===== config.mk =====
export PLATFORM = sky130hd
export DESIGN_NAME = floating_point_subtraction_seq_flat
export DESIGN_NICKNAME = d
export VERILOG_FILES = /design/src/rtl/floating_point_subtraction_seq_if.sv /design/src/rtl/floating_point_subtraction_seq.sv /design/src/flat_wrapper.sv
export SDC_FILE = /design/constraint.sdc
export NUM_CORES = 1
export LEC_CHECK = 0
export CAP_MARGIN = 20
export CORE_MARGIN = 2
export CORE_UTILIZATION = 25
export CTS_CLUSTER_SIZE = 10
export DETAILED_ROUTE_END_ITERATION = 8
export HOLD_SLACK_MARGIN = 0.03
export SLEW_MARGIN = 30
export SYNTH_ARGS = -nofsm -noshare
export SYNTH_HDL_FRONTEND = slang
export SYNTH_SLANG_ARGS = --single-unit

===== constraint.sdc =====
create_clock -name clk_in -period 7.8 [get_ports clk_in]
set_clock_uncertainty 0.1 [all_clocks]
set_input_delay 1.56 -clock clk_in [delete_from_list [all_inputs] [get_ports clk_in]]
set_output_delay 1.56 -clock clk_in [all_outputs]
set_load 0.01 [all_outputs]

===== src/rtl/floating_point_subtraction_seq_if.sv =====
// Handshake and data bundle for the sequential single-precision subtractor.
//
// Upstream side : valid_in / ready_out carry floating1_in and floating2_in.
// Downstream side: valid_out / ready_in carry floating_subtraction_out.
// A transfer happens on a rising edge where valid and ready are both 1.
// A source holds its data stable while valid is 1 and ready is 0.
// Ready never depends combinationally on valid.
//
// busy_out  : FSM is not in IDLE.
// state_dbg : raw FSM state encoding, for checkers and debug.
//
// Modports:
//   slave  : the subtractor itself.
//   master : the environment around it, which drives operands and accepts results.
interface floating_point_subtraction_seq_if #(
  parameter int DATA_WIDTH = 32
);
  logic                  valid_in;
  logic                  ready_out;
  logic [DATA_WIDTH-1:0] floating1_in;
  logic [DATA_WIDTH-1:0] floating2_in;
  logic                  valid_out;
  logic                  ready_in;
  logic [DATA_WIDTH-1:0] floating_subtraction_out;
  logic                  busy_out;
  logic [2:0]            state_dbg;

  modport slave (
    input  valid_in, floating1_in, floating2_in, ready_in,
    output ready_out, valid_out, floating_subtraction_out, busy_out, state_dbg
  );

  modport master (
    output valid_in, floating1_in, floating2_in, ready_in,
    input  ready_out, valid_out, floating_subtraction_out, busy_out, state_dbg
  );
endinterface


===== src/rtl/floating_point_subtraction_seq.sv =====
// Multi-cycle IEEE-754 single-precision subtractor: result = floating1_in - floating2_in.
//
// Ports:
//   clk_in   : clock, rising edge
//   rst_n_in : asynchronous active-low reset
//   bus      : floating_point_subtraction_seq_if.slave
//              (operand handshake, result handshake, busy_out, state_dbg)
//
// Flow: IDLE -> UNPACK -> ALIGN -> SUB -> NORM -> ROUND -> DONE -> IDLE.
// ALIGN and NORM move one bit per cycle. NaN, infinity and zero operands
// resolve in UNPACK and go straight to DONE. Denormals are flushed to zero.
//
// Working significand layout, SIG_W = MENT_WIDTH+5 bits:
//   [SIG_W-1]  carry out of the magnitude add
//   [SIG_W-2]  hidden one
//   [..3]      stored mantissa
//   [2]        guard
//   [1]        round
//   [0]        sticky
module floating_point_subtraction_seq #(
  parameter int DATA_WIDTH = 32,
  parameter int MENT_WIDTH = 23,
  parameter int EXPO_WIDTH = 8
) (
  input  logic                           clk_in,
  input  logic                           rst_n_in,
  floating_point_subtraction_seq_if.slave bus
);

  localparam int SIG_W = MENT_WIDTH + 5;
  localparam logic [EXPO_WIDTH-1:0] EXP_ONES = {EXPO_WIDTH{1'b1}};
  localparam logic [EXPO_WIDTH:0]   EXP_INF  = {1'b0, {EXPO_WIDTH{1'b1}}};
  localparam logic [EXPO_WIDTH-1:0] DIFF_MAX = EXPO_WIDTH'(MENT_WIDTH + 3);
  localparam logic [DATA_WIDTH-1:0] QNAN =
    {1'b0, {EXPO_WIDTH{1'b1}}, 1'b1, {(MENT_WIDTH-1){1'b0}}};

  typedef enum logic [2:0] {
    S_IDLE   = 3'd0,
    S_UNPACK = 3'd1,
    S_ALIGN  = 3'd2,
    S_SUB    = 3'd3,
    S_NORM   = 3'd4,
    S_ROUND  = 3'd5,
    S_DONE   = 3'd6
  } state_t;

  state_t state_q, state_d;

  logic [DATA_WIDTH-1:0] op1_q, op1_d, op2_q, op2_d;
  logic [SIG_W-1:0]      sig_a_q, sig_a_d, sig_b_q, sig_b_d;
  logic [EXPO_WIDTH:0]   exp_q, exp_d;     // one spare bit for round overflow
  logic [EXPO_WIDTH-1:0] diff_q, diff_d;
  logic                  sign_q, sign_d;
  logic                  eff_sub_q, eff_sub_d;
  logic [DATA_WIDTH-1:0] res_q, res_d;

  // Field decode of the captured operands; op2 sign is inverted so the
  // rest of the datapath only ever adds a + (-b).
  logic                  s1_w, s2_w;
  logic [EXPO_WIDTH-1:0] e1_w, e2_w;
  logic [MENT_WIDTH-1:0] m1_w, m2_w;
  logic                  nan1_w, nan2_w, inf1_w, inf2_w, zero1_w, zero2_w;
  logic                  special_w, a_big_w;
  logic [DATA_WIDTH-1:0] special_res_w;

  always_comb begin
    s1_w    = op1_q[DATA_WIDTH-1];
    e1_w    = op1_q[DATA_WIDTH-2 -: EXPO_WIDTH];
    m1_w    = op1_q[MENT_WIDTH-1:0];
    s2_w    = ~op2_q[DATA_WIDTH-1];
    e2_w    = op2_q[DATA_WIDTH-2 -: EXPO_WIDTH];
    m2_w    = op2_q[MENT_WIDTH-1:0];
    nan1_w  = (e1_w == EXP_ONES) && (m1_w != '0);
    nan2_w  = (e2_w == EXP_ONES) && (m2_w != '0);
    inf1_w  = (e1_w == EXP_ONES) && (m1_w == '0);
    inf2_w  = (e2_w == EXP_ONES) && (m2_w == '0);
    zero1_w = (e1_w == '0);
    zero2_w = (e2_w == '0);
    a_big_w = ({e1_w, m1_w} >= {e2_w, m2_w});

    special_w     = 1'b1;
    special_res_w = QNAN;
    if (nan1_w || nan2_w) begin
      special_res_w = QNAN;
    end else if (inf1_w && inf2_w) begin
      // Opposite effective signs means inf - inf of the same original sign.
      special_res_w = (s1_w != s2_w) ? QNAN : {s1_w, EXP_ONES, {MENT_WIDTH{1'b0}}};
    end else if (inf1_w) begin
      special_res_w = {s1_w, EXP_ONES, {MENT_WIDTH{1'b0}}};
    end else if (inf2_w) begin
      special_res_w = {s2_w, EXP_ONES, {MENT_WIDTH{1'b0}}};
    end else if (zero1_w && zero2_w) begin
      special_res_w = {s1_w & s2_w, {(DATA_WIDTH-1){1'b0}}};
    end else if (zero1_w) begin
      special_res_w = {s2_w, op2_q[DATA_WIDTH-2:0]};
    end else if (zero2_w) begin
      special_res_w = {s1_w, op1_q[DATA_WIDTH-2:0]};
    end else begin
      special_w     = 1'b0;
      special_res_w = '0;
    end
  end

  // Arithmetic helpers for SUB / NORM / ROUND.
  logic [SIG_W-1:0]      sum_w;
  logic                  carry_w, hidden_w, rnd_inc_w;
  logic [MENT_WIDTH+1:0] mant_rnd_w;
  logic [EXPO_WIDTH:0]   exp_rnd_w;
  logic [MENT_WIDTH-1:0] mant_field_w;
  logic [DATA_WIDTH-1:0] round_res_w;

  always_comb begin
    // A has the larger magnitude, so A - B never goes negative.
    sum_w     = eff_sub_q ? (sig_a_q - sig_b_q) : (sig_a_q + sig_b_q);
    carry_w   = sig_a_q[SIG_W-1];
    hidden_w  = sig_a_q[SIG_W-2];
    // Nearest-even: round up when G and any of R, S or the kept lsb.
    rnd_inc_w = sig_a_q[2] & (sig_a_q[1] | sig_a_q[0] | sig_a_q[3]);
    mant_rnd_w = {1'b0, sig_a_q[SIG_W-2:3]} + {{(MENT_WIDTH+1){1'b0}}, rnd_inc_w};
    exp_rnd_w  = exp_q + {{EXPO_WIDTH{1'b0}}, mant_rnd_w[MENT_WIDTH+1]};
    mant_field_w = mant_rnd_w[MENT_WIDTH+1] ? mant_rnd_w[MENT_WIDTH:1]
                                            : mant_rnd_w[MENT_WIDTH-1:0];
    if (exp_rnd_w >= EXP_INF) begin
      round_res_w = {sign_q, EXP_ONES, {MENT_WIDTH{1'b0}}};
    end else begin
      round_res_w = {sign_q, exp_rnd_w[EXPO_WIDTH-1:0], mant_field_w};
    end
  end

  // State register.
  always_ff @(posedge clk_in or negedge rst_n_in) begin
    if (!rst_n_in) begin
      state_q <= S_IDLE;
    end else begin
      state_q <= state_d;
    end
  end

  // Next-state logic.
  always_comb begin
    state_d = state_q;
    case (state_q)
      S_IDLE:   if (bus.valid_in) state_d = S_UNPACK;
      S_UNPACK: state_d = special_w ? S_DONE : S_ALIGN;
      S_ALIGN:  if (diff_q == '0) state_d = S_SUB;
      S_SUB:    state_d = (sum_w == '0) ? S_DONE : S_NORM;
      S_NORM: begin
        if (carry_w)                               state_d = S_NORM;
        else if (hidden_w)                         state_d = S_ROUND;
        else if (exp_q <= (EXPO_WIDTH+1)'(1))      state_d = S_DONE;
        else                                       state_d = S_NORM;
      end
      S_ROUND:  state_d = S_DONE;
      S_DONE:   if (bus.ready_in) state_d = S_IDLE;
      default:  state_d = S_IDLE;
    endcase
  end

  // Outputs decoded from state only.
  always_comb begin
    bus.ready_out                = (state_q == S_IDLE);
    bus.valid_out                = (state_q == S_DONE);
    bus.busy_out                 = (state_q != S_IDLE);
    bus.floating_subtraction_out = res_q;
    bus.state_dbg                = state_q;
  end

  // Datapath next values.
  always_comb begin
    op1_d     = op1_q;
    op2_d     = op2_q;
    sig_a_d   = sig_a_q;
    sig_b_d   = sig_b_q;
    exp_d     = exp_q;
    diff_d    = diff_q;
    sign_d    = sign_q;
    eff_sub_d = eff_sub_q;
    res_d     = res_q;
    case (state_q)
      S_IDLE: begin
        if (bus.valid_in) begin
          op1_d = bus.floating1_in;
          op2_d = bus.floating2_in;
        end
      end
      S_UNPACK: begin
        if (special_w) begin
          res_d = special_res_w;
        end else begin
          eff_sub_d = s1_w ^ s2_w;
          if (a_big_w) begin
            sign_d  = s1_w;
            exp_d   = {1'b0, e1_w};
            diff_d  = e1_w - e2_w;
            sig_a_d = {2'b01, m1_w, 3'b000};
            sig_b_d = {2'b01, m2_w, 3'b000};
          end else begin
            sign_d  = s2_w;
            exp_d   = {1'b0, e2_w};
            diff_d  = e2_w - e1_w;
            sig_a_d = {2'b01, m2_w, 3'b000};
            sig_b_d = {2'b01, m1_w, 3'b000};
          end
        end
      end
      S_ALIGN: begin
        if (diff_q > DIFF_MAX) begin
          // Everything would be shifted out: keep only the sticky.
          sig_b_d = {{(SIG_W-1){1'b0}}, |sig_b_q};
          diff_d  = '0;
        end else if (diff_q != '0) begin
          sig_b_d = {1'b0, sig_b_q[SIG_W-1:2], sig_b_q[1] | sig_b_q[0]};
          diff_d  = diff_q - EXPO_WIDTH'(1);
        end
      end
      S_SUB: begin
        if (sum_w == '0) begin
          res_d = '0;
        end else begin
          sig_a_d = sum_w;
        end
      end
      S_NORM: begin
        if (carry_w) begin
          sig_a_d = {1'b0, sig_a_q[SIG_W-1:2], sig_a_q[1] | sig_a_q[0]};
          exp_d   = exp_q + (EXPO_WIDTH+1)'(1);
        end else if (!hidden_w) begin
          if (exp_q <= (EXPO_WIDTH+1)'(1)) begin
            // Would become denormal: flush to signed zero.
            res_d = {sign_q, {(DATA_WIDTH-1){1'b0}}};
          end else begin
            sig_a_d = sig_a_q << 1;
            exp_d   = exp_q - (EXPO_WIDTH+1)'(1);
          end
        end
      end
      S_ROUND: res_d = round_res_w;
      default: ;
    endcase
  end

  always_ff @(posedge clk_in or negedge rst_n_in) begin
    if (!rst_n_in) begin
      op1_q     <= '0;
      op2_q     <= '0;
      sig_a_q   <= '0;
      sig_b_q   <= '0;
      exp_q     <= '0;
      diff_q    <= '0;
      sign_q    <= 1'b0;
      eff_sub_q <= 1'b0;
      res_q     <= '0;
    end else begin
      op1_q     <= op1_d;
      op2_q     <= op2_d;
      sig_a_q   <= sig_a_d;
      sig_b_q   <= sig_b_d;
      exp_q     <= exp_d;
      diff_q    <= diff_d;
      sign_q    <= sign_d;
      eff_sub_q <= eff_sub_d;
      res_q     <= res_d;
    end
  end

endmodule


===== src/flat_wrapper.sv =====
// flat-port wrapper written by rule: the top's interface ports become plain ports
module floating_point_subtraction_seq_flat 
#(
  parameter int DATA_WIDTH = 32,
  parameter int MENT_WIDTH = 23,
  parameter int EXPO_WIDTH = 8
)
  (clk_in, rst_n_in, bus_valid_in, bus_floating1_in, bus_floating2_in, bus_ready_in, bus_ready_out, bus_valid_out, bus_floating_subtraction_out, bus_busy_out, bus_state_dbg);
  floating_point_subtraction_seq_if #(.DATA_WIDTH(DATA_WIDTH)) bus_i ();
  input  logic clk_in;
  input  logic rst_n_in;
  input wire logic [$bits(bus_i.valid_in)-1:0] bus_valid_in;
  input wire logic [$bits(bus_i.floating1_in)-1:0] bus_floating1_in;
  input wire logic [$bits(bus_i.floating2_in)-1:0] bus_floating2_in;
  input wire logic [$bits(bus_i.ready_in)-1:0] bus_ready_in;
  output wire logic [$bits(bus_i.ready_out)-1:0] bus_ready_out;
  output wire logic [$bits(bus_i.valid_out)-1:0] bus_valid_out;
  output wire logic [$bits(bus_i.floating_subtraction_out)-1:0] bus_floating_subtraction_out;
  output wire logic [$bits(bus_i.busy_out)-1:0] bus_busy_out;
  output wire logic [$bits(bus_i.state_dbg)-1:0] bus_state_dbg;
  assign bus_i.valid_in = bus_valid_in;
  assign bus_i.floating1_in = bus_floating1_in;
  assign bus_i.floating2_in = bus_floating2_in;
  assign bus_i.ready_in = bus_ready_in;
  assign bus_ready_out = bus_i.ready_out;
  assign bus_valid_out = bus_i.valid_out;
  assign bus_floating_subtraction_out = bus_i.floating_subtraction_out;
  assign bus_busy_out = bus_i.busy_out;
  assign bus_state_dbg = bus_i.state_dbg;
  floating_point_subtraction_seq #(.DATA_WIDTH(DATA_WIDTH), .MENT_WIDTH(MENT_WIDTH), .EXPO_WIDTH(EXPO_WIDTH)) u_core (.clk_in(clk_in), .rst_n_in(rst_n_in), .bus(bus_i));
endmodule

==> results of run 1 <==
-- cell families after synthesis --
| kind of cell | Yosys count | share of synthesized area |
|---|---|---|
| simple gates | 481 | 0.173 |
| buf+inv | 156 | 0.0485 |
| fa+ha+maj | 79 | 0.0748 |
| compound gates | 480 | 0.230 |
| flops | 173 | 0.321 |
| xor+xnor | 73 | 0.0487 |
| mux | 119 | 0.104 |
-- cells in the mapped netlist, types with 9 or more instances --
cell type and n:
a222oi_1 16, or3_1 11, inv_1 69, a21o_1 21, mux2_1 18, ha_1 76, a21oi_1 128, mux2_4 30
xnor2_1 57, buf_1 9, o21ai_0 132, a31oi_1 11, nor4_1 19, nand4_1 24, nor2_1 162, dfrtp_1 173
nor2b_1 14, clkbuf_1 67, mux2i_1 36, nand2_1 123, mux2_2 35, nand3_1 26, and3_1 17, o221ai_1 18
nor3_1 28, nand2b_1 9, o22ai_1 38, xor2_1 15, a22oi_1 35, nand3b_1 9
-- through the flow --
step,area [sq um],hold slack (ns),std cells
CTS,15800,0.400,2327
detailed placement,15200,0.384,2295
global placement,15200,0.376,2294
finish,15900,0.396,2329
floorplan,13500,0.350,1561
global route,15900,0.426,2329
-- final timing paths --
| path | start | end | slack (ns) | cells past startpoint |
|---|---|---|---|---|
| min reg2reg | u_core.sign_q$_DFFE_PN0P_ | u_core.sign_q$_DFFE_PN0P_ | 0.40 | 2 |
| min | u_core.sign_q$_DFFE_PN0P_ | u_core.sign_q$_DFFE_PN0P_ | 0.40 | 2 |
| min in group asynchronous | rst_n_in | u_core.bus.floating_subtraction_out[25]$_DFFE_PN0P_ | 0.89 | 1 |
| max | u_core.sig_b_q[6]$_DFFE_PN0P_ | u_core.bus.floating_subtraction_out[14]$_DFFE_PN0P_ | 1.10 | 18 |
| max reg2reg | u_core.sig_b_q[6]$_DFFE_PN0P_ | u_core.bus.floating_subtraction_out[14]$_DFFE_PN0P_ | 1.10 | 18 |
| max in group asynchronous | rst_n_in | u_core.sig_b_q[26]$_DFFE_PN0P_ | 5.23 | 3 |
-- area by class of cell --
type	instances	area share
Clock buffer	17	0.0268
Clock inverter	15	0.00970
Inverter	69	0.0163
Multi-Input combinational cell	1232	0.540
Sequential cell	173	0.273
Tap cell	696	0.0549
Timing Repair Buffer	127	0.0794
-- per-layer routing --
layer / share of wire / global-route usage / vias up
li1: - / - / 5865
met1: 0.43 / 0.230 / 6284
met2: 0.46 / 0.274 / 567
met3: 0.080 / 0.0380 / 85
met4: 0.032 / 0.0573 / 2
met5: 0.00018 / 0 / -
-- placed cells by master, fill, tap and decap left out, drive strengths merged, types with 39 or more instances in the layout --
cell and count:
ha 76, o22ai 39, inv 77, a21oi 128
dfrtp 173, xnor2 58, nand2 124, o21ai 138
mux2 83, clkdlybuf4s50 104, nor2 162
-- registers in the layout, summed over array words and instances, names as in the netlist --
signal,count
u_core.bus.state_dbg,3
u_core.sign_q,1
u_core.op2_q,32
u_core.bus.floating_subtraction_out,32
u_core.op1_q,32
u_core.exp_q,9
u_core.sig_b_q,27
u_core.eff_sub_q,1
u_core.sig_a_q,28
u_core.diff_q,8
-- worst max-delay path: stages, from the launching register on --
cell and delay [ns]:
dfrtp_1 0.45, or4_1 0.60, nor3_2 0.28, and2_1 0.23, inv_1 0.05, nor2_1 0.33, nor2_1 0.10, xnor2_1 0.14
ha_1 0.40, nand2_1 0.15, or3_1 0.41, o21ai_1 0.39, xor2_1 0.20, nor4_1 0.40, nand4bb_1 0.28, or4_4 0.55
o22ai_4 0.68, buf_4 0.47, mux2_4 0.33
==> results by stage, run 1 <==
Outcome:
- The flow ran to the end, and the final reports show no timing, DRC or antenna violations.

Yosys:
- The part of the Yosys area used for sequential elements is 0.321.
- The share of synthesized area in the top cell type comes to 0.321.
- The share of async-settable or async-resettable flops after synthesis is 1.00.
- The post-synthesis register bit count is 173.
- The per-instance average area after synthesis is 8.65 sq um.
- The number of warnings printed during yosys synthesis is 0.
- Of all cell types, the one taking the most synthesized area is dfrtp_1.
- After synthesis the cells add up to 0.0135 sq mm.
- By area the synthesized netlist is led by dfrtp_1, ha_1, o21ai_0.
- In the synthesized netlist the dominant register cell turns out to be dfrtp_1.
- The number of enable-type register cells in the synthesized netlist is 0.
- Counting every net in the synthesized netlist gives 1708.
- Synthesis instantiated 89 different standard cells from the library.
- Counting every instance in the synthesized netlist gives 1561.

Timing:
- In the post-route analysis, the smallest setup slack over all paths is 1.10 ns.
- The count of final hold-check violations is 0.
- The worst slew margin relative to its limit is 0.316.
- The final setup violation count is 0.
- The routed design could run at a clock period as short as 6.70 ns.
- For the pin with the worst max-slew slack, the measured transition is 1.03 ns.
- Static timing analysis puts the maximum clock frequency at 149 MHz.
- The final number of max-transition violations is 0.
- Of the available clock period, the critical path in the final layout requires 0.859.
- After routing, the total negative slack on setup checks comes to 0 ns.
- Setup repair after global routing left no endpoint under its margin.

Layout:
- Summing all flip-flop and latch instances after layout gives 0.00433 sq mm.
- Fill cells in the final layout number 5725.
- In the final layout, the multi-input gates occupy 0.00857 sq mm.
- Measured on the finished design, the core utilization comes to 0.296.
- The share of post-route cells with drive strength above 1 is 0.0961.
- In the final design database the tool counted 1767 nets.
- The layout overhead on the synthesized area is 17.5%.
- The antenna diode count is 0.

Die:
- The number of I/O pins is 106.
- The initial core utilization is 0.252.
- The die is 236 microns wide.
- The area of the core region is 0.0536 sq mm.
- From bottom edge to top edge, the die measures 236 microns.
- The die area is 0.0559 sq mm.
- The count of standard-cell rows is 85.

Clocking:
- The number of clock buffers inserted by TritonCTS is 17.
- After clock tree synthesis, the repair step resized 0 gates.
- The buffer depth of the longest clock path is 2.
- The number of levels the H-tree was split into is 4.
- The buffer count from post-CTS setup fixing is 0.
- TritonCTS built the clock tree.
- The clock drives 173 sinks.
- In this run, post-CTS hold repair placed 0 buffers.
- Clock-pin slew was measured on the worst setup and hold paths at 0.08 ns.
- CTS placed an instance of clkbuf_16 at the clock tree root.
- The worst-skew pair later-pin latency is 0.46 ns.

Global routing:
- The initial antenna violation count came to 1.
- The via count of the first global-routing pass is 12.4k.
- The overflow left after global routing is 0.
- The pin count of the biggest net entering global routing is 104.
- The first global-routing pass estimated 75.1 mm of wire.
- Across every metal layer, demand over resource in global routing totals 0.172.

Route:
- The total DRC errors in the routed layout is 0.
- The detailed-route wire length per cell is 20.9 microns.
- The detailed-routing iteration count for the pre-antenna-repair pass is 6.
- The total wire length is 48.7 mm.
- The via count is 12.8k.
- The number of routed nets with antenna violations is 0.
- The number of DRC markers after the initial detailed-route iteration is 1407.
- The ratio of routed vias to standard cells is 5.50.

Setup path:
- The critical path class is flop to flop.
- The critical path capture point type is a flop.
- The kind of start point of the critical path is a flop.
- The endpoint arrival time on the critical path is 6.94 ns.
- The data required time at the worst endpoint is 8.04 ns.
- The highest net fanout along the worst path is 19.

Placed design:
- The placed wire-length estimate is 37.3 mm.
- The routability-driven placement congestion ratio is 0.927.
- At the placement stage, the worst setup path has a slack of 1.21 ns.
- In this run the tool buffered the top-level ports with 105 buffer cells.

Flow run:
- The max-capacitance violation count is 0.

Hold path:
- The worst hold-check path type is flop to flop.
Power of run 1 is not shown: default switching activity piles up to over one toggle a cycle in this logic, so the estimate is an artifact.
==> run 2, diff against run 1 <==
--- a/config.mk
+++ b/config.mk
@@ -6,7 +6,7 @@
 export NUM_CORES = 1
 export LEC_CHECK = 0
 export CAP_MARGIN = 20
-export CORE_MARGIN = 2
+export CORE_MARGIN = 3
 export CORE_UTILIZATION = 25
 export CTS_CLUSTER_SIZE = 10
 export DETAILED_ROUTE_END_ITERATION = 8
==> run 2 against run 1 <==
Global-route usage fell by 0.57 points. Utilization rose by 0.27 points. Register-to-register slack improved by 0.54 ns. Die area rose by 1.7%. Highest routed layer is now met4.
==> results by stage, run 2 (same netlist as run 1, synthesis figures left out) <==
Outcome:
- The run finished with clean final reports.

Setup path:
- The setup slack of the worst register-to-register path is 1.64 ns.
- The largest stage delay on the critical path is 0.59 ns.
- The endpoint arrival time on the critical path is 6.39 ns.
- Traced cell by cell, the critical path runs through or4_1 -> nor3_2 -> and2_1 -> inv_1 -> nor2_1 -> nor2_1 -> xnor2_1 -> ha_1 -> nand2_1 -> or3_1 -> o21ai_1 -> xor2_1 -> nor4_1 -> nand4bb_1 -> or4_4 -> o22ai_4 -> buf_4 -> mux2_2.
- STA puts the critical path data required time at 8.03 ns.
- The critical path capture point type is a flop.
- The worst register-to-register path ends at u_core.bus.floating_subtraction_out[1]$_DFFE_PN0P_.
- The highest net fanout along the worst path is 32.
- The worst register-to-register path has a depth of 18.
- The cell that appears most often on the critical path is nor2_1.
- The critical path class is flop to flop.
- The reg-to-reg critical path startpoint is u_core.sig_b_q[6]$_DFFE_PN0P_.
- The cell with the largest stage delay on the worst path is or4_1.
- The worst setup path is launched from a flop.

Clocking:
- Once the clock tree was built, the setup fixing pass inserted 0 buffers.
- Clock-pin slew was measured on the worst setup and hold paths at 0.07 ns.
- The number of levels the H-tree was split into is 4.
- The clock root buffer is clkbuf_16.
- The number of clock sinks seen by CTS is 173.
- The clock tree from TritonCTS is done.
- The worst-skew pair later-pin latency is 0.45 ns.
- Post-CTS repair changed the size of 0 cells.
- Counting along the longest clock path gives a buffer depth of 2.
- In this run, CTS created clock tree buffers numbering 17.
- The hold buffer count at cts is 0.

Flow run:
- The max-capacitance violation count is 0.

Timing:
- Of the available clock period, the critical path in the final layout requires 0.790.
- The final setup violation count is 0.
- For the pin with the worst max-slew slack, the measured transition is 0.961 ns.
- Timing would allow up to 162 MHz.
- The count of final hold-check violations is 0.
- After routing, the total negative slack on setup checks comes to 0 ns.
- The worst setup slack after layout is 1.64 ns.
- The final number of max-transition violations is 0.
- Setup repair after global routing left no endpoint under its margin.
- The post-route minimum period is 6.16 ns.
- Measured against its own limit, the worst slew margin works out to 0.357.

Layout:
- Of the cells placed in the final design, the portion with a size suffix greater than 1 is 0.0917.
- The final cell count without fillers is 2314.
- The count of nets after finishing is 1762.
- The top cell types in the final layout, fill and taps aside, are dfrtp_1, nor2_1, o21ai_0.
- The post-route cell area is 0.0158 sq mm.
- Relative to the synthesized area, the layout overhead comes to 17.2%.
- The leading cell type in the layout, fill and taps excluded is dfrtp_1.

Placed design:
- After detailed placement, the total cell area comes to 0.0152 sq mm.
- The cell count after placement is 2284.
- The worst slack at placement is 1.68 ns.
- The placed wire-length estimate is 37.1 mm.
- The routability-driven placement congestion ratio is 0.938.
- During placement, the flow inserted port buffers numbering 105.

Hold path:
- The worst hold path belongs to the class flop to flop.
- The worst hold path passes through 2 cells.
- The hold-critical path endpoint is u_core.sign_q$_DFFE_PN0P_.
- The hold path startpoint is u_core.sign_q$_DFFE_PN0P_.

Route:
- Dividing the detail-routed wire length by the instance count gives 20.8 microns.
- For this block, the initial DRC count from the detailed router was 1315.
- The total wire length is 48.2 mm.
- The ratio of routed vias to standard cells is 5.55.
- The number of routed nets with antenna violations is 0.
- The via count is 12.8k.
- After detailed routing, the met3 layer carries 3.82 mm of wire.
- For this run, design rule violations remaining after detail routing come to 0.
- The pre-antenna-repair detailed-routing pass consisted of 6 iterations.
- The detailed router put a total of 20.6 mm of wire on met1.
- The uppermost metal layer occupied by signal nets is met4.
- After detailed routing, the met2 layer carries 22.6 mm of wire.

Die:
- The die covers 0.0569 sq mm.
- The initial utilization of the core area, before any placement, comes to 0.255.
- The count of standard-cell rows is 84.
- For this design the top-level I/O count stands at 106.
- The width of the die is 238 microns.
- The area of the core region is 0.0530 sq mm.
- The vertical extent of the die is 238 microns.

Global routing:
- The overflow left after global routing is 0.
- The first global-routing pass estimated 73.8 mm of wire.
- The initial antenna violation count is 3.
- The global routing usage summed across all routing layers is 0.166.
- The via count of the first global-routing pass came to 12.1k.
- The pin count of the biggest net entering global routing is 104.
run 2: cell type report:
| cell class | count | area [sq um] |
|---|---|---|
| multi-input combinational | 1232 | 8560 |
| inverter | 69 | 259 |
| clock inverter | 12 | 174 |
| fill | 5617 | 37100 |
| timing repair buffer | 122 | 1210 |
| sequential | 173 | 4330 |
| antenna | 1 | 2.50 |
| clock buffer | 17 | 425 |
| tap | 688 | 861 |
run 2: critical path: cells and delay by family, from the launching register on:
family	cells	cell delay [ns]
AO/OA/AOI/OAI	2	0.49
XOR/XNOR	2	0.33
buffers and inverters	2	0.62
flip-flops	1	0.44
adder cells (fa/ha/maj)	1	0.41
multiplexers	1	0.41
AND/OR/NAND/NOR	10	3.21
run 2: through the flow:
step | hold WS, ns | utilization
4_1_cts | 0.396 | 0.298
5_1_grt | 0.439 | 0.299
6_report | 0.402 | 0.299
2_1_floorplan | 0.350 | -
3_3_place_gp | 0.367 | 0.287
3_5_place_dp | 0.381 | 0.287
run 2: worst max path at each step:
stage | from | to | depth (start not counted) | slack, ns
2_1_floorplan | u_core.sig_b_q[6]$_DFFE_PN0P_ | u_core.bus.floating_subtraction_out[10]$_DFFE_PN0P_ | 21 | 2.64
3_3_place_gp | u_core.sig_b_q[0]$_DFFE_PN0P_ | u_core.bus.floating_subtraction_out[0]$_DFFE_PN0P_ | 18 | 1.76
3_5_place_dp | u_core.sig_b_q[6]$_DFFE_PN0P_ | u_core.bus.floating_subtraction_out[1]$_DFFE_PN0P_ | 18 | 1.68
4_1_cts | u_core.sig_b_q[6]$_DFFE_PN0P_ | u_core.bus.floating_subtraction_out[1]$_DFFE_PN0P_ | 18 | 1.66
5_1_grt | u_core.sig_b_q[6]$_DFFE_PN0P_ | u_core.bus.floating_subtraction_out[1]$_DFFE_PN0P_ | 18 | 1.23
6_report | u_core.sig_b_q[6]$_DFFE_PN0P_ | u_core.bus.floating_subtraction_out[1]$_DFFE_PN0P_ | 18 | 1.64
run 2: layer usage:
| metal | GRT usage | vias to the layer above |
|---|---|---|
| li1 | - | 5868 |
| met1 | 0.225 | 6338 |
| met2 | 0.272 | 560 |
| met3 | 0.0310 | 79 |
| met4 | 0.0454 | 0 |
| met5 | 0 | - |
Power of run 2 is left out for the same reason.
